--- config.mk ---
export PLATFORM = sky130hd
export DESIGN_NAME = gpiotest_probe_rx
export DESIGN_NICKNAME = d
export VERILOG_FILES = /design/src/rtl/gpiotest_pkg.sv /design/src/rtl/gpiotest_sync_filter.sv /design/src/rtl/gpiotest_probe_rx.sv
export SDC_FILE = /design/constraint.sdc
export NUM_CORES = 1
export LEC_CHECK = 0
export ABC_CLOCK_PERIOD_IN_PS = 2100
export BUFFER_PORTS_ARGS = -buffer_cell sky130_fd_sc_hd__buf_2
export CAP_MARGIN = 25
export CORE_UTILIZATION = 38
export DETAILED_ROUTE_END_ITERATION = 8
export HOLD_SLACK_MARGIN = 0.03
export PLACE_DENSITY = 0.6
export SLEW_MARGIN = 20
export SYNTH_ARGS = -nofsm -noshare
export SYNTH_HDL_FRONTEND = slang
export SYNTH_SLANG_ARGS = --single-unit
--- constraint.sdc ---
create_clock -name clk -period 2.1 [get_ports clk]
set_input_delay 0.21 -clock clk [delete_from_list [all_inputs] [get_ports clk]]
set_output_delay 0.21 -clock clk [all_outputs]
set_load 0.01 [all_outputs]
--- src/rtl/gpiotest_pkg.sv ---
// Shared definitions for the GPIO test pattern generator and its receiver.
// Both sides take their pulse timing from here so they cannot drift apart.
package gpiotest_pkg;

  localparam int PIN_ID_W = 6;

  // Pulse-train protocol: pin N sends N pulses of PULSE_HI_US high and
  // PULSE_LO_US low, then holds the line low for at least GAP_US.
  localparam int PULSE_HI_US = 10;
  localparam int PULSE_LO_US = 10;
  localparam int GAP_US      = 1_000;
  localparam int STUCK_US    = 100_000;

  typedef enum logic [1:0] {IDLE, ARMED, BURST, CHECK} rx_state_t;

  // Microseconds to clock cycles; 64-bit intermediate keeps 100 ms at tens of MHz in range.
  function automatic int us_to_cyc(input int clock_hz, input int us);
    return int'((longint'(clock_hz) * longint'(us)) / longint'(1_000_000));
  endfunction

endpackage

--- src/rtl/gpiotest_sync_filter.sv ---
// Two-flop synchronizer plus glitch filter for one asynchronous input pin.
//   clk, reset : system clock, synchronous active-high reset
//   din        : asynchronous pin
//   level      : filtered level; follows din only after FILT_CYC identical
//                synchronized samples that differ from the current level
//   rise, fall : one-cycle strobes, asserted in the cycle level changes
module gpiotest_sync_filter #(
  parameter int FILT_CYC = 4
) (
  input  logic clk,
  input  logic reset,
  input  logic din,
  output logic level,
  output logic rise,
  output logic fall
);
  localparam int CW = $clog2(FILT_CYC + 1);
  localparam logic [CW-1:0] CNT_LAST = CW'(FILT_CYC - 1);

  logic [1:0]    sync;
  logic [CW-1:0] cnt;

  always_ff @(posedge clk) begin
    if (reset) begin
      sync  <= '0;
      cnt   <= '0;
      level <= 1'b0;
      rise  <= 1'b0;
      fall  <= 1'b0;
    end else begin
      sync <= {sync[0], din};
      rise <= 1'b0;
      fall <= 1'b0;
      // Any sample agreeing with the current level restarts the run.
      if (sync[1] != level) begin
        if (cnt == CNT_LAST) begin
          level <= sync[1];
          rise  <= sync[1];
          fall  <= ~sync[1];
          cnt   <= '0;
        end else begin
          cnt <= cnt + 1'b1;
        end
      end else begin
        cnt <= '0;
      end
    end
  end

endmodule

--- src/rtl/gpiotest_probe_rx.sv ---
// Receiver for the GPIO pulse-train ID pattern on a single probe pin.
// Counts filtered pulses per burst and reports the pin ID once two
// consecutive bursts agree.
//   clk, reset   : system clock, synchronous active-high reset
//   probe_in     : asynchronous probe pin
//   pin_id       : last confirmed pulse count
//   id_valid     : pin_id confirmed by two matching consecutive bursts
//   id_strobe    : one-cycle pulse when pin_id/id_valid changes
//   err_overflow : sticky, a burst exceeded MAX_PULSES (cleared by reset only)
//   stuck_high   : filtered level high for STUCK_CYC cycles
//   activity     : one-cycle pulse per accepted rising edge
module gpiotest_probe_rx
  import gpiotest_pkg::*;
#(
  parameter int CLOCK_HZ   = 12_000_000,
  parameter int FILT_CYC   = 4,
  parameter int GAP_CYC    = us_to_cyc(CLOCK_HZ, GAP_US),
  parameter int STUCK_CYC  = us_to_cyc(CLOCK_HZ, STUCK_US),
  parameter int MAX_PULSES = 32
) (
  input  logic                clk,
  input  logic                reset,
  input  logic                probe_in,
  output logic [PIN_ID_W-1:0] pin_id,
  output logic                id_valid,
  output logic                id_strobe,
  output logic                err_overflow,
  output logic                stuck_high,
  output logic                activity
);
  localparam int LW = $clog2(GAP_CYC + 1);
  localparam int HW = $clog2(STUCK_CYC + 1);
  localparam logic [LW-1:0]       GAP_END   = LW'(GAP_CYC);
  localparam logic [HW-1:0]       STUCK_END = HW'(STUCK_CYC);
  localparam logic [HW-1:0]       STUCK_PRE = HW'(STUCK_CYC - 1);
  localparam logic [PIN_ID_W-1:0] MAX_P     = PIN_ID_W'(MAX_PULSES);
  localparam logic [PIN_ID_W-1:0] CNT_SAT   = PIN_ID_W'(MAX_PULSES + 1);

  logic level, rise, fall;

  gpiotest_sync_filter #(.FILT_CYC(FILT_CYC)) u_filt (
    .clk   (clk),
    .reset (reset),
    .din   (probe_in),
    .level (level),
    .rise  (rise),
    .fall  (fall)
  );

  assign activity = rise;

  logic [LW-1:0]       low_cnt;
  logic [HW-1:0]       high_cnt;
  logic [PIN_ID_W-1:0] pulse_cnt, prev_cnt;
  rx_state_t           state;
  logic                stuck_hit;

  // Saturating run-length counters of the filtered level.
  always_ff @(posedge clk) begin
    if (reset) begin
      low_cnt  <= '0;
      high_cnt <= '0;
    end else begin
      if (level)                  low_cnt <= '0;
      else if (low_cnt != GAP_END) low_cnt <= low_cnt + 1'b1;
      if (!level)                     high_cnt <= '0;
      else if (high_cnt != STUCK_END) high_cnt <= high_cnt + 1'b1;
    end
  end

  // Fires only in the cycle high_cnt steps onto STUCK_CYC, so it is one-shot
  // even though the counter then sits saturated.
  assign stuck_hit = level && (high_cnt == STUCK_PRE);

  always_ff @(posedge clk) begin
    if (reset) begin
      state        <= IDLE;
      pulse_cnt    <= '0;
      prev_cnt     <= '0;
      pin_id       <= '0;
      id_valid     <= 1'b0;
      id_strobe    <= 1'b0;
      err_overflow <= 1'b0;
      stuck_high   <= 1'b0;
    end else begin
      id_strobe <= 1'b0;
      if (fall) stuck_high <= 1'b0;
      if (stuck_hit) begin
        // Takes priority over burst end; history is dropped so the ID must
        // be re-confirmed by two fresh bursts after release.
        stuck_high <= 1'b1;
        id_valid   <= 1'b0;
        id_strobe  <= id_valid;
        prev_cnt   <= '0;
        state      <= IDLE;
      end else begin
        unique case (state)
          IDLE:  if (low_cnt == GAP_END) state <= ARMED;
          ARMED: if (rise) begin
            pulse_cnt <= PIN_ID_W'(1);
            state     <= BURST;
          end
          BURST: begin
            if (rise && pulse_cnt != CNT_SAT) pulse_cnt <= pulse_cnt + 1'b1;
            if (low_cnt == GAP_END) state <= CHECK;
          end
          CHECK: begin
            state    <= ARMED;
            prev_cnt <= pulse_cnt;
            if (pulse_cnt > MAX_P) begin
              err_overflow <= 1'b1;
              id_valid     <= 1'b0;
              id_strobe    <= id_valid;
              prev_cnt     <= '0;
            end else if (pulse_cnt == prev_cnt) begin
              id_valid  <= 1'b1;
              pin_id    <= pulse_cnt;
              id_strobe <= !id_valid || (pin_id != pulse_cnt);
            end else begin
              id_valid  <= 1'b0;
              id_strobe <= id_valid;
            end
          end
          default: state <= IDLE;
        endcase
      end
    end
  end

endmodule

==> key figures, run 1 <==
Synth
  – Post-Synthesis Cells: 376
  – Synth Area per Inst: 8.71 sq um
  – Register area share after synthesis: 40.9%
  – Synth Flop Type: dfxtp_1
  – Synthesized flop and latch total: 67
  – Yosys warning count: 0
  – Mapped cell area: 3280 sq um
  – Netlist cell types: 47
  – Post-synth EDFFs: 0
  – Syn nets: 393
  – Post-synth ARST share: 0%

Floorplan
  – Core Rows: 33
  – Die W: 94.8 microns
  – Die area: 9000 sq um
  – IO Count: 14
  – Die H: 94.8 microns
  – Initial Utilization: 39.5%
  – Core Area: 8300 sq um

Drt
  – Vias per cell: 4.98
  – Avg WL per Cell: 12.8 microns
  – Detailed Routing Iterations Pass 1: 4
  – Post-Route WL: 6690 microns
  – DRC Markers: 0
  – First DRT Iteration DRCs: 125
  – Antenna violation net count after detailed routing: 0
  – Via count: 2602

CTS
  – Clock buffer depth: 2
  – Reg clk slew, reported paths: 0.07 ns
  – Post-CTS Hold Fix Bufs: 0
  – Clock H-tree levels: 3
  – Later-pin clock latency in the skew report: 0.34 ns
  – Total CTS buffers: 9
  – CTS tree: built
  – Clock Tree Root: clkbuf_8
  – CTS sink count: 67

Timing
  – Crit share post-route: 101%
  – Final Hold Vio Count: 0
  – Tmin final: 2.13 ns
  – Setup TNS: -0.0305 ns
  – Slew Limit Fails: 0
  – Final setup viols: 1
  – Hold Slack: 0.121 ns
  – Worst-Margin Slew: 0.556 ns
  – Clock Skews: 0.00784 ns
  – RSZ-0062 raised after global routing: yes
  – Worst rel slew slack: 62.4%
  – Fmax: 0.469 GHz
  – Setup ws final: -0.0305 ns

Global route
  – Vias in the first global route: 2421
  – Met1 GRT Util: 20.4%
  – GR Overflow Total: 0
  – Grt peak-use layer: met2
  – Initial antenna violation count: 0
  – GR Util met3: 4.35%
  – First-pass GRT wire length: 11100 microns
  – GR Layer Usage met2: 24.9%
  – Largest net degree at the start of global routing: 29
  – Gr usage total: 15.8%

Layout
  – Final Util: 47.6%
  – Nets: 431
  – Ant diodes: 0
  – Area growth, synth to finish: 20.6%
  – Multi-input logic area: 1880 sq um
  – # fillers: 786
  – Share of post-route cells with drive strength above 1: 23.4%
  – Reg area: 1350 sq um

Critical path
  – CP Class: reg2reg
  – Worst-path fanout max: 6
  – Max incr delay on CP: 0.53 ns
  – Critical Path AT: 2.40 ns
  – Max stage delay cell, worst path: or4b_4
  – Crit path launch type: flop
  – Critical path, cell by cell: or4b_4 > or3_4 > or3_4 > buf_6 > o22a_2 > a21oi_2
  – Crit path capture type: flop
  – CP bufs+invs: 1
  – CP Data Required Time: 2.37 ns
  – Crit path max-delay family: simple AND/OR/NAND/NOR gates
  – Cell mode on critical path: or3_4

Outcome
  – Status: finished with violations
  – Failing checks: setup timing

Hold path
  – Hold Path Class: in2reg

Power
  – LEAKAGE: 1.36 nW
  – Design Power: 2.31 mW
  – Pwr per Cell Area: 586 nW/um^2
  – Peak supply drop: 0.000328 V

Placed design
  – RePlAce Congestion: 0.762
  – PortBufs: 13
  – DP HPWL: 4720 microns

Run
  – Max-Cap Viols: 0
-- metrics by stage --
| step | instances | instance area (sq um) | setup WS, ns |
|---|---|---|---|
| floorplan | 376 | 3280 | 0.0237 |
| global placement | 506 | 3630 | -0.00960 |
| detailed placement | 506 | 3630 | -0.0605 |
| CTS | 521 | 3830 | -0.00682 |
| global route | 523 | 3950 | -0.0602 |
| finish | 523 | 3950 | -0.0305 |
-- placed cells by master (no fill, tap or decap), drive strengths merged, types with 2 or more instances in the layout --
master,count
clkinv,2
mux2i,9
nand3b,5
and3,4
or3b,2
nand3,19
clkbuf,13
nand2,20
or4b,3
o21ai,5
nand4,5
a41oi,2
xor2,14
a311oi,3
nor2,44
a21oi,23
a211oi,3
ha,14
nand4bb,2
or2,3
nand4b,2
nand2b,24
inv,18
or4,2
nor3,6
buf,48
nor2b,3
or3,8
nor4,5
dfxtp,67
xnor2,26
-- cell type report --
class                      instances  area share (%)
sequential                        67            34.2
multi-input combinational        270            47.7
clock buffer                      13            4.28
clock inverter                     2           0.253
timing repair buffer              48            8.59
inverter                          18            1.71
tap                              105            3.33
-- cells by family after synthesis --
logic type | Yosys count | share of synthesized area, %
compound gates | 43 | 8.10
xor+xnor | 40 | 10.7
fa+ha+maj | 14 | 5.35
buf+inv | 39 | 4.77
flops | 67 | 40.9
mux | 10 | 3.09
simple gates | 163 | 27.0
-- report_power, final --
group | internal (mW) | switching [mW]
Clock | 0.516 | 0.458
Sequential | 1.28 | 0.00425
Combinational | 0.0294 | 0.0310
-- registers in the layout, summed over array words and instances (netlist names), 2 cells and up --
signal	cells
u_filt.cnt	3
pulse_cnt	6
pin_id	6
state	2
low_cnt	14
prev_cnt	6
high_cnt	21
u_filt.sync	2
-- synthesized netlist by cell type, drive strengths merged, types with 2 or more instances --
master,n,area share (%)
nor3,6,0.92
xor2,14,3.7
a21oi,23,3.5
or3,8,1.7
nand3,19,2.9
nand3b,5,1.1
a211oi,3,0.69
mux2i,9,2.8
dfxtp,67,41
nand4b,2,0.53
a41oi,2,0.53
nand4bb,2,0.69
clkbuf,18,2.1
nand2,20,2.3
and3,4,0.76
a311oi,3,0.80
buf,3,0.65
nor2,44,5.0
ha,14,5.3
nor2b,3,0.57
or2,3,0.57
o21ai,5,0.76
nand4,5,0.95
nand2b,24,4.6
or4b,3,0.92
or4,2,0.46
or3b,2,0.53
xnor2,26,7.0
nor4,5,0.95
inv,18,2.1
-- final timing paths --
| kind | endpoint | slack, ns | start | depth (start not counted) |
|---|---|---|---|---|
| max | id_strobe | -0.03 | high_cnt[15] | 6 |
| min | u_filt.sync[0] | 0.12 | probe_in | 2 |
| max reg2reg | id_strobe | -0.03 | high_cnt[15] | 6 |
| min reg2reg | u_filt.cnt[0] | 0.42 | u_filt.cnt[0] | 1 |
-- per-layer routing --
layer  vias to the layer above  part of all wire (%)
met2                        31                    47
li1                       1345                     -
met4                         0                   1.4
met5                         -                     0
met3                        10                   2.9
met1                      1216                    49
-- timing repair --
action,in CTS,in global routing
resized for setup,7,28
pin swaps,0,6
hold endpoints to repair,0,0
buffers inserted,0,2
setup endpoints to repair,10,17
Note: power is estimated with default switching activity, not from simulation.
==> inputs of run 2 (changes only) <==
--- a/config.mk
+++ b/config.mk
@@ -8,6 +8,7 @@
 export ABC_CLOCK_PERIOD_IN_PS = 2100
 export BUFFER_PORTS_ARGS = -buffer_cell sky130_fd_sc_hd__buf_2
 export CAP_MARGIN = 25
+export CORE_MARGIN = 3
 export CORE_UTILIZATION = 38
 export DETAILED_ROUTE_END_ITERATION = 8
 export HOLD_SLACK_MARGIN = 0.03
@@ -15,4 +16,5 @@
 export SLEW_MARGIN = 20
 export SYNTH_ARGS = -nofsm -noshare
 export SYNTH_HDL_FRONTEND = slang
+export SYNTH_HIERARCHICAL = 1
 export SYNTH_SLANG_ARGS = --single-unit
==> key figures, run 2 <==
CTS
  – Clock Tree Root: clkbuf_8
  – Total CTS buffers: 9 (unchanged)
  – Post-CTS Hold Fix Bufs: 0 (unchanged)
  – CTS sink count: 67 (unchanged)
  – CTS tree: built
  – Reg clk slew, reported paths: 0.08 ns (about the same)
  – Setup Fix Bufs, Post-CTS: 0 (unchanged)
  – CTS resizes: 0 (-7)
  – Clock H-tree levels: 3 (unchanged)
  – Later-pin clock latency in the skew report: 0.34 ns (about the same)
  – Clock buffer depth: 2 (unchanged)

Synth
  – Share of the synthesized area in the top cell type: 41.0% (about the same)
  – Synth Area in Simple Gates: 27.5% (+0.43 points)
  – Synthesized flop and latch total: 67 (unchanged)
  – Syn nets: 391 (-0.51%)
  – Post-synth top area cell: dfxtp_1
  – Main combinational cell family by area after synthesis: simple AND/OR/NAND/NOR gates
  – Netlist cell types: 53 (+13%)
  – Post-synth EDFFs: 0 (unchanged)
  – Top post-synthesis cells by count: 67 x dfxtp_1, 41 x nor2_1, 33 x nand2_1
  – Post-Synthesis Cells: 374 (-0.53%)
  – Post-synth ARST share: 0% (unchanged)
  – Largest cells by area after synthesis: dfxtp_1 41%, xnor2_1 6.7%, ha_1 5.3%, nor2_1 4.7%, nand3_1 4.6%
  – Synth Flop Type: dfxtp_1
  – Fraction of synthesized area in multiplexers: 1.22% (-1.9 points)
  – Yosys warning count: 6 (+6)
  – Xor/xnor cell area share of the yosys netlist: 11.0% (+0.27 points)
  – Post-synthesis adder-cell area fraction: 5.35% (about the same)
  – Register area share after synthesis: 41.0% (about the same)
  – Mapped cell area: 3270 sq um (about the same)
  – Most frequent cell after synthesis: dfxtp_1
  – Synth Area in Compound Gates: 9.67% (+1.6 points)
  – Synth Area per Inst: 8.76 sq um (+0.50%)

Layout
  – Area growth, synth to finish: 12.8%
  – Biggest regs: high_cnt x21, low_cnt x14
  – Commonest non-fill, non-tap cell in the layout: dfxtp_1
  – Share of post-route cells with drive strength above 1: 12.4% (-11 points)
  – # fillers: 813 (+3.4%)
  – Reg area: 1340 sq um (-0.56%)
  – Multi-input logic area: 1790 sq um (-4.9%)
  – Ant diodes: 0 (unchanged)
  – Biggest register: high_cnt
  – Final Util: 44.5% (-3.1 points)
  – Commonest cells after routing, fill and taps aside: 67 x dfxtp_1, 41 x nor2_1, 33 x nand2_1, 30 x nand3_1, 25 x xnor2_1
  – Nets: 408 (-5.3%)
  – Max reg flops: 21 (unchanged)

Global route
  – Initial antenna violation count: 0 (unchanged)
  – Largest net degree at the start of global routing: 24 (-17%)
  – Vias in the first global route: 2430 (+0.37%)
  – Gr usage total: 14.0% (-1.9 points)
  – First-pass GRT wire length: 11100 microns (+0.43%)
  – GR Overflow Total: 0 (unchanged)

Timing
  – Worst rel slew slack: 68.6% (+6.2 points)
  – RSZ-0062 raised after global routing: no
  – Fmax: 0.528 GHz (+13%)
  – Final setup viols: 0 (-1)
  – Clock Skews: 0.0125 ns (+0.00469 ns)
  – Setup ws final: 0.206 ns (+0.237 ns)
  – Crit share post-route: 90.2% (-11 points)
  – Final Hold Vio Count: 0 (unchanged)
  – Tmin final: 1.89 ns (-0.237 ns)
  – Slew Limit Fails: 0 (unchanged)
  – Setup TNS: 0 ns (+0.0305 ns)
  – Worst-Margin Slew: 0.470 ns (-0.0854 ns)

Floorplan
  – Die area: 9770 sq um (+8.6%)
  – Die W: 98.8 microns (+4.2%)
  – Core Rows: 33 (unchanged)
  – Initial Utilization: 39.5% (about the same)
  – Core Area: 8300 sq um (unchanged)
  – Die H: 98.8 microns (+4.2%)
  – IO Count: 14 (unchanged)

Drt
  – Vias per cell: 5.06 (+1.6%)
  – DRC Markers: 0 (unchanged)
  – Via count: 2533 (-2.7%)
  – Post-Route WL: 6420 microns (-4.0%)
  – First DRT Iteration DRCs: 108 (-14%)
  – Antenna violation net count after detailed routing: 0 (unchanged)
  – Detailed Routing Iterations Pass 1: 4 (unchanged)
  – Avg WL per Cell: 12.8 microns (+0.22%)

Critical path
  – R2r startpoint: state[0]
  – CP Data Required Time: 2.35 ns (-0.02 ns)
  – Critical path, cell by cell: inv_1 > ha_1 > o21ai_0 > a41o_1 > a21oi_4 > nand2_1 > o41ai_1
  – Crit path launch type: flop
  – Max incr delay on CP: 0.36 ns (-0.17 ns)
  – Max stage delay cell, worst path: dfxtp_1
  – Crit path capture type: flop
  – FF-to-FF End: pulse_cnt[5]
  – Worst Reg-to-Reg Cells: 7 (+1)
  – CP Class: reg2reg
  – Reg2reg setup slack: 0.21 ns (+0.24 ns)
  – Critical Path AT: 2.14 ns (-0.26 ns)
  – Worst-path fanout max: 10 (+4)

Placed design
  – PortBufs: 13 (unchanged)
  – Pre-CTS WS: 0.207 ns (+0.267 ns)
  – DP HPWL: 4570 microns (-3.1%)
  – RePlAce Congestion: 0.812 (+6.5%)

Power
  – Switching Share: 20.2% (-1.1 points)
  – Pwr per Cell Area: 717 nW/um^2 (+22%)
  – Peak supply drop: 0.000433 V (+32%)
  – Seq pwr share: 48.5% (-6.8 points)
  – Int Pwr: 2.11 mW (+16%)
  – Switching Power: 535 uW (+8.5%)
  – Logic pwr share: 1.5% (-1.1 points)
  – LEAKAGE: 1.25 nW (-8.2%)
  – Clock share of power: 50.0% (+7.9 points)

Run
  – Max-Cap Viols: 0 (unchanged)

Hold path
  – Hold Startpoint: probe_in
  – Hold Path Class: in2reg
  – Hold Path End: u_filt/sync[0]
  – Hold path depth: 2 (unchanged)

Outcome
  – Status: complete, no violations
run 2: metrics by stage:
stage / area, sq um / hold WS [ns] / std cells / total power [mW]
global route: 3690 / 0.104 / 501 / 2.76
global placement: 3440 / 0.418 / 485 / 1.35
finish: 3690 / 0.116 / 501 / 2.65
detailed placement: 3440 / 0.428 / 485 / 1.35
CTS: 3690 / 0.0997 / 501 / 2.70
floorplan: 3270 / 0.282 / 374 / 1.34
run 2: layer usage:
| metal | share of wire, % | vias up | GRT usage, % |
|---|---|---|---|
| li1 | - | 1321 | - |
| met1 | 49 | 1160 | 17.8 |
| met2 | 46 | 42 | 21.7 |
| met3 | 3.1 | 10 | 3.89 |
| met4 | 1.5 | 0 | 6.83 |
| met5 | 0 | - | 0 |
run 2: layout make-up:
class,count,area share (%)
clock inverters,6,3.05
repair buffers,20,3.18
well taps,105,3.56
clock buffers,10,3.73
multi-input cells,276,48.5
inverters,17,1.73
flip-flops and latches,67,36.3
run 2: logic make-up (layout without fill, tap and decap cells):
kind of cell    Yosys count  in the layout
xor+xnor                 41             41
flops                    67             67
simple gates            168            168
buf+inv                  31             53
fa+ha+maj                14             14
compound gates           49             49
mux                       4              4
run 2: power groups by stage:
stage               combinational, mW  sequential [mW]  clock (mW)
global placement               0.0395             1.31           0
global route                   0.0448             1.29        1.43
floorplan                      0.0281             1.31           0
finish                         0.0393             1.28        1.32
detailed placement             0.0399             1.31           0
CTS                            0.0400             1.28        1.37
run 2: worst max-delay path, delay by kind of cell, from the launching register on:
family / cells / cell delay, ns
AOI/OAI and AO/OA: 4 / 0.91
DFF: 1 / 0.36
adders and majority gates: 1 / 0.34
buffers and inverters: 1 / 0.10
and+or+nand+nor: 1 / 0.10
run 2: worst max path at each step:
stage | startpoint | endpoint | slack [ns] | cells past startpoint
2_1_floorplan | pulse_cnt[1] | pulse_cnt[3] | 0.41 | 7
3_3_place_gp | state[0] | pulse_cnt[3] | 0.25 | 7
3_5_place_dp | state[0] | pulse_cnt[3] | 0.21 | 7
4_1_cts | state[0] | pulse_cnt[5] | 0.18 | 7
5_1_grt | state[0] | pulse_cnt[2] | 0.03 | 7
6_report | state[0] | pulse_cnt[5] | 0.21 | 7
==> inputs of run 3 (changes only) <==
--- a/config.mk
+++ b/config.mk
@@ -9,10 +9,10 @@
 export BUFFER_PORTS_ARGS = -buffer_cell sky130_fd_sc_hd__buf_2
 export CAP_MARGIN = 25
 export CORE_MARGIN = 3
-export CORE_UTILIZATION = 38
+export CORE_UTILIZATION = 55
 export DETAILED_ROUTE_END_ITERATION = 8
 export HOLD_SLACK_MARGIN = 0.03
-export PLACE_DENSITY = 0.6
+export PLACE_DENSITY = 0.79
 export SLEW_MARGIN = 20
 export SYNTH_ARGS = -nofsm -noshare
 export SYNTH_HDL_FRONTEND = slang
==> key figures, run 3 (synthesized netlist as in run 2, its figures left out) <==
Outcome
  – Status: complete, no violations

Hold path
  – Hold path depth: 2 (unchanged)
  – Hold Path End: u_filt/sync[0]
  – Hold Path Class: in2reg
  – Hold Startpoint: probe_in

Layout
  – Nets: 408 (unchanged)
  – Post-route insts no fill: 468 (-6.6%)
  – Share of post-route cells with drive strength above 1: 12.6% (+0.25 points)
  – Multi-input logic area: 1790 sq um (+0.14%)
  – Commonest cells after routing, fill and taps aside: 67 x dfxtp_1, 41 x nor2_1, 33 x nand2_1, 30 x nand3_1, 25 x xnor2_1
  – Final Util: 64.5% (+20 points)
  – Biggest regs: high_cnt x21, low_cnt x14
  – Reg area: 1340 sq um (unchanged)
  – # fillers: 451 (-45%)
  – Max reg flops: 21 (unchanged)
  – Commonest non-fill, non-tap cell in the layout: dfxtp_1
  – Area growth, synth to finish: 11.2%
  – Ant diodes: 0 (unchanged)
  – Biggest register: high_cnt

Drt
  – First DRT Iteration DRCs: 194 (+80%)
  – Vias per cell: 5.70 (+13%)
  – DRC Markers: 0 (unchanged)
  – Via count: 2667 (+5.3%)
  – Detailed Routing Iterations Pass 1: 4 (unchanged)
  – Avg WL per Cell: 14.4 microns (+13%)
  – Post-Route WL: 6760 microns (+5.3%)
  – Antenna violation net count after detailed routing: 0 (unchanged)

Floorplan
  – Die area: 6920 sq um (-29%)
  – Die H: 83.2 microns (-16%)
  – Core Rows: 27 (-18%)
  – Initial Utilization: 58.0% (+19 points)
  – Die W: 83.2 microns (-16%)
  – Core Area: 5640 sq um (-32%)
  – IO Count: 14 (unchanged)

Power
  – Pwr per Cell Area: 705 nW/um^2 (-1.6%)
  – Design Power: 2.57 mW (-3.0%)
  – LEAKAGE: 1.24 nW (-1.1%)
  – Peak supply drop: 0.000603 V (+39%)

Run
  – Max-Cap Viols: 0 (unchanged)

CTS
  – Total CTS buffers: 9 (unchanged)
  – CTS sink count: 67 (unchanged)
  – CTS tree: built
  – Post-CTS Hold Fix Bufs: 0 (unchanged)
  – Clock buffer depth: 2 (unchanged)
  – Clock Tree Root: clkbuf_8
  – Later-pin clock latency in the skew report: 0.34 ns (about the same)
  – Reg clk slew, reported paths: 0.08 ns (about the same)
  – Clock H-tree levels: 3 (unchanged)

Placed design
  – PortBufs: 13 (unchanged)
  – Placed Cells incl. Taps: 452 (-6.8%)
  – RePlAce Congestion: 0.864 (+6.5%)
  – DP HPWL: 4630 microns (+1.4%)

Critical path
  – Critical path startpoint: high_cnt[1]
  – FF-to-FF End: pin_id[2]
  – Worst-path fanout max: 6 (-4)
  – Worst Reg-to-Reg Cells: 6 (-1)
  – R2r startpoint: high_cnt[1]
  – Crit path capture type: flop
  – Reg2reg setup slack: 0.11 ns (-0.10 ns)
  – CP Class: reg2reg
  – Crit path launch type: flop
  – Critical Path AT: 2.26 ns (+0.12 ns)
  – CP Data Required Time: 2.36 ns (about the same)

Timing
  – Setup TNS: 0 ns (unchanged)
  – Final setup viols: 0 (unchanged)
  – Fmax: 0.501 GHz (-5.1%)
  – Slew Limit Fails: 0 (unchanged)
  – Worst-Margin Slew: 0.710 ns (+0.239 ns)
  – RSZ-0062 raised after global routing: no
  – Crit share post-route: 95.0% (+4.8 points)
  – Final Hold Vio Count: 0 (unchanged)
  – Clock Skews: 0.0115 ns (-0.00101 ns)
  – Worst rel slew slack: 52.6% (-16 points)
  – Tmin final: 1.99 ns (+0.101 ns)

Global route
  – Initial antenna violation count: 0 (unchanged)
  – GR Overflow Total: 0 (unchanged)
  – Gr usage total: 20.4% (+6.5 points)
  – Vias in the first global route: 2585 (+6.4%)
  – Largest net degree at the start of global routing: 23 (-4.2%)
  – First-pass GRT wire length: 11700 microns (+5.4%)
-- run 3: cell count changes in the layout (fill, tap and decap cells not counted), sizes merged --
cell and delta:
clkbuf +1, bufinv -1, inv +1, clkinvlp +2
clkinv -3
-- run 3: stage by stage --
step / hold slack, ns / instance area [sq um] / setup slack [ns]
3_5_place_dp: 0.427 / 3400 / 0.183
3_3_place_gp: 0.416 / 3400 / 0.275
6_report: 0.0828 / 3640 / 0.105
5_1_grt: 0.0835 / 3640 / 0.0102
2_1_floorplan: 0.282 / 3270 / 0.407
4_1_cts: 0.0697 / 3640 / 0.118
-- run 3: what timing repair did --
item / CTS / global route
buffers inserted: 0 / 0
endpoints found under the setup margin: 0 / 1
gates resized for setup: 0 / 1
-- run 3: worst max-delay path, stage by stage, from the launching register on --
cell and delay (ns):
dfxtp_1 0.40, ha_1 0.26, and4_1 0.27, nand2_1 0.10, o31ai_2 0.54, o21ai_1 0.13
a21oi_1 0.21
-- run 3: how the worst max path moves through the flow --
| stage | endpoint | slack, ns | cells past startpoint |
|---|---|---|---|
| 2_1_floorplan | pulse_cnt[3] | 0.41 | 7 |
| 3_3_place_gp | pulse_cnt[3] | 0.27 | 7 |
| 3_5_place_dp | pulse_cnt[5] | 0.18 | 7 |
| 4_1_cts | pin_id[2] | 0.12 | 6 |
| 5_1_grt | pin_id[2] | 0.01 | 5 |
| 6_report | pin_id[2] | 0.11 | 6 |
-- run 3: power by group --
part / switching (mW) / internal [mW] / total (mW)
combinational: 0.0276 / 0.0149 / 0.0425
clock: 0.503 / 0.737 / 1.24
sequential: 0.00781 / 1.28 / 1.28
-- run 3: routing by layer --
metal  GRT usage (%)  share of wire (%)  up-vias
met2            33.2                 48       68
met1            25.7                 46     1265
met3            5.95                4.6       10
met4            7.28                1.6        0
met5               0                  0        -
li1                -                  -     1324
-- run 3: area by class of cell --
| cell class | instances | area share [%] |
|---|---|---|
| timing repair buffer | 20 | 3.23 |
| inverter | 17 | 1.75 |
| sequential | 67 | 36.8 |
| multi-input combinational | 276 | 49.2 |
| clock inverter | 5 | 2.30 |
| tap | 72 | 2.47 |
| clock buffer | 11 | 4.16 |
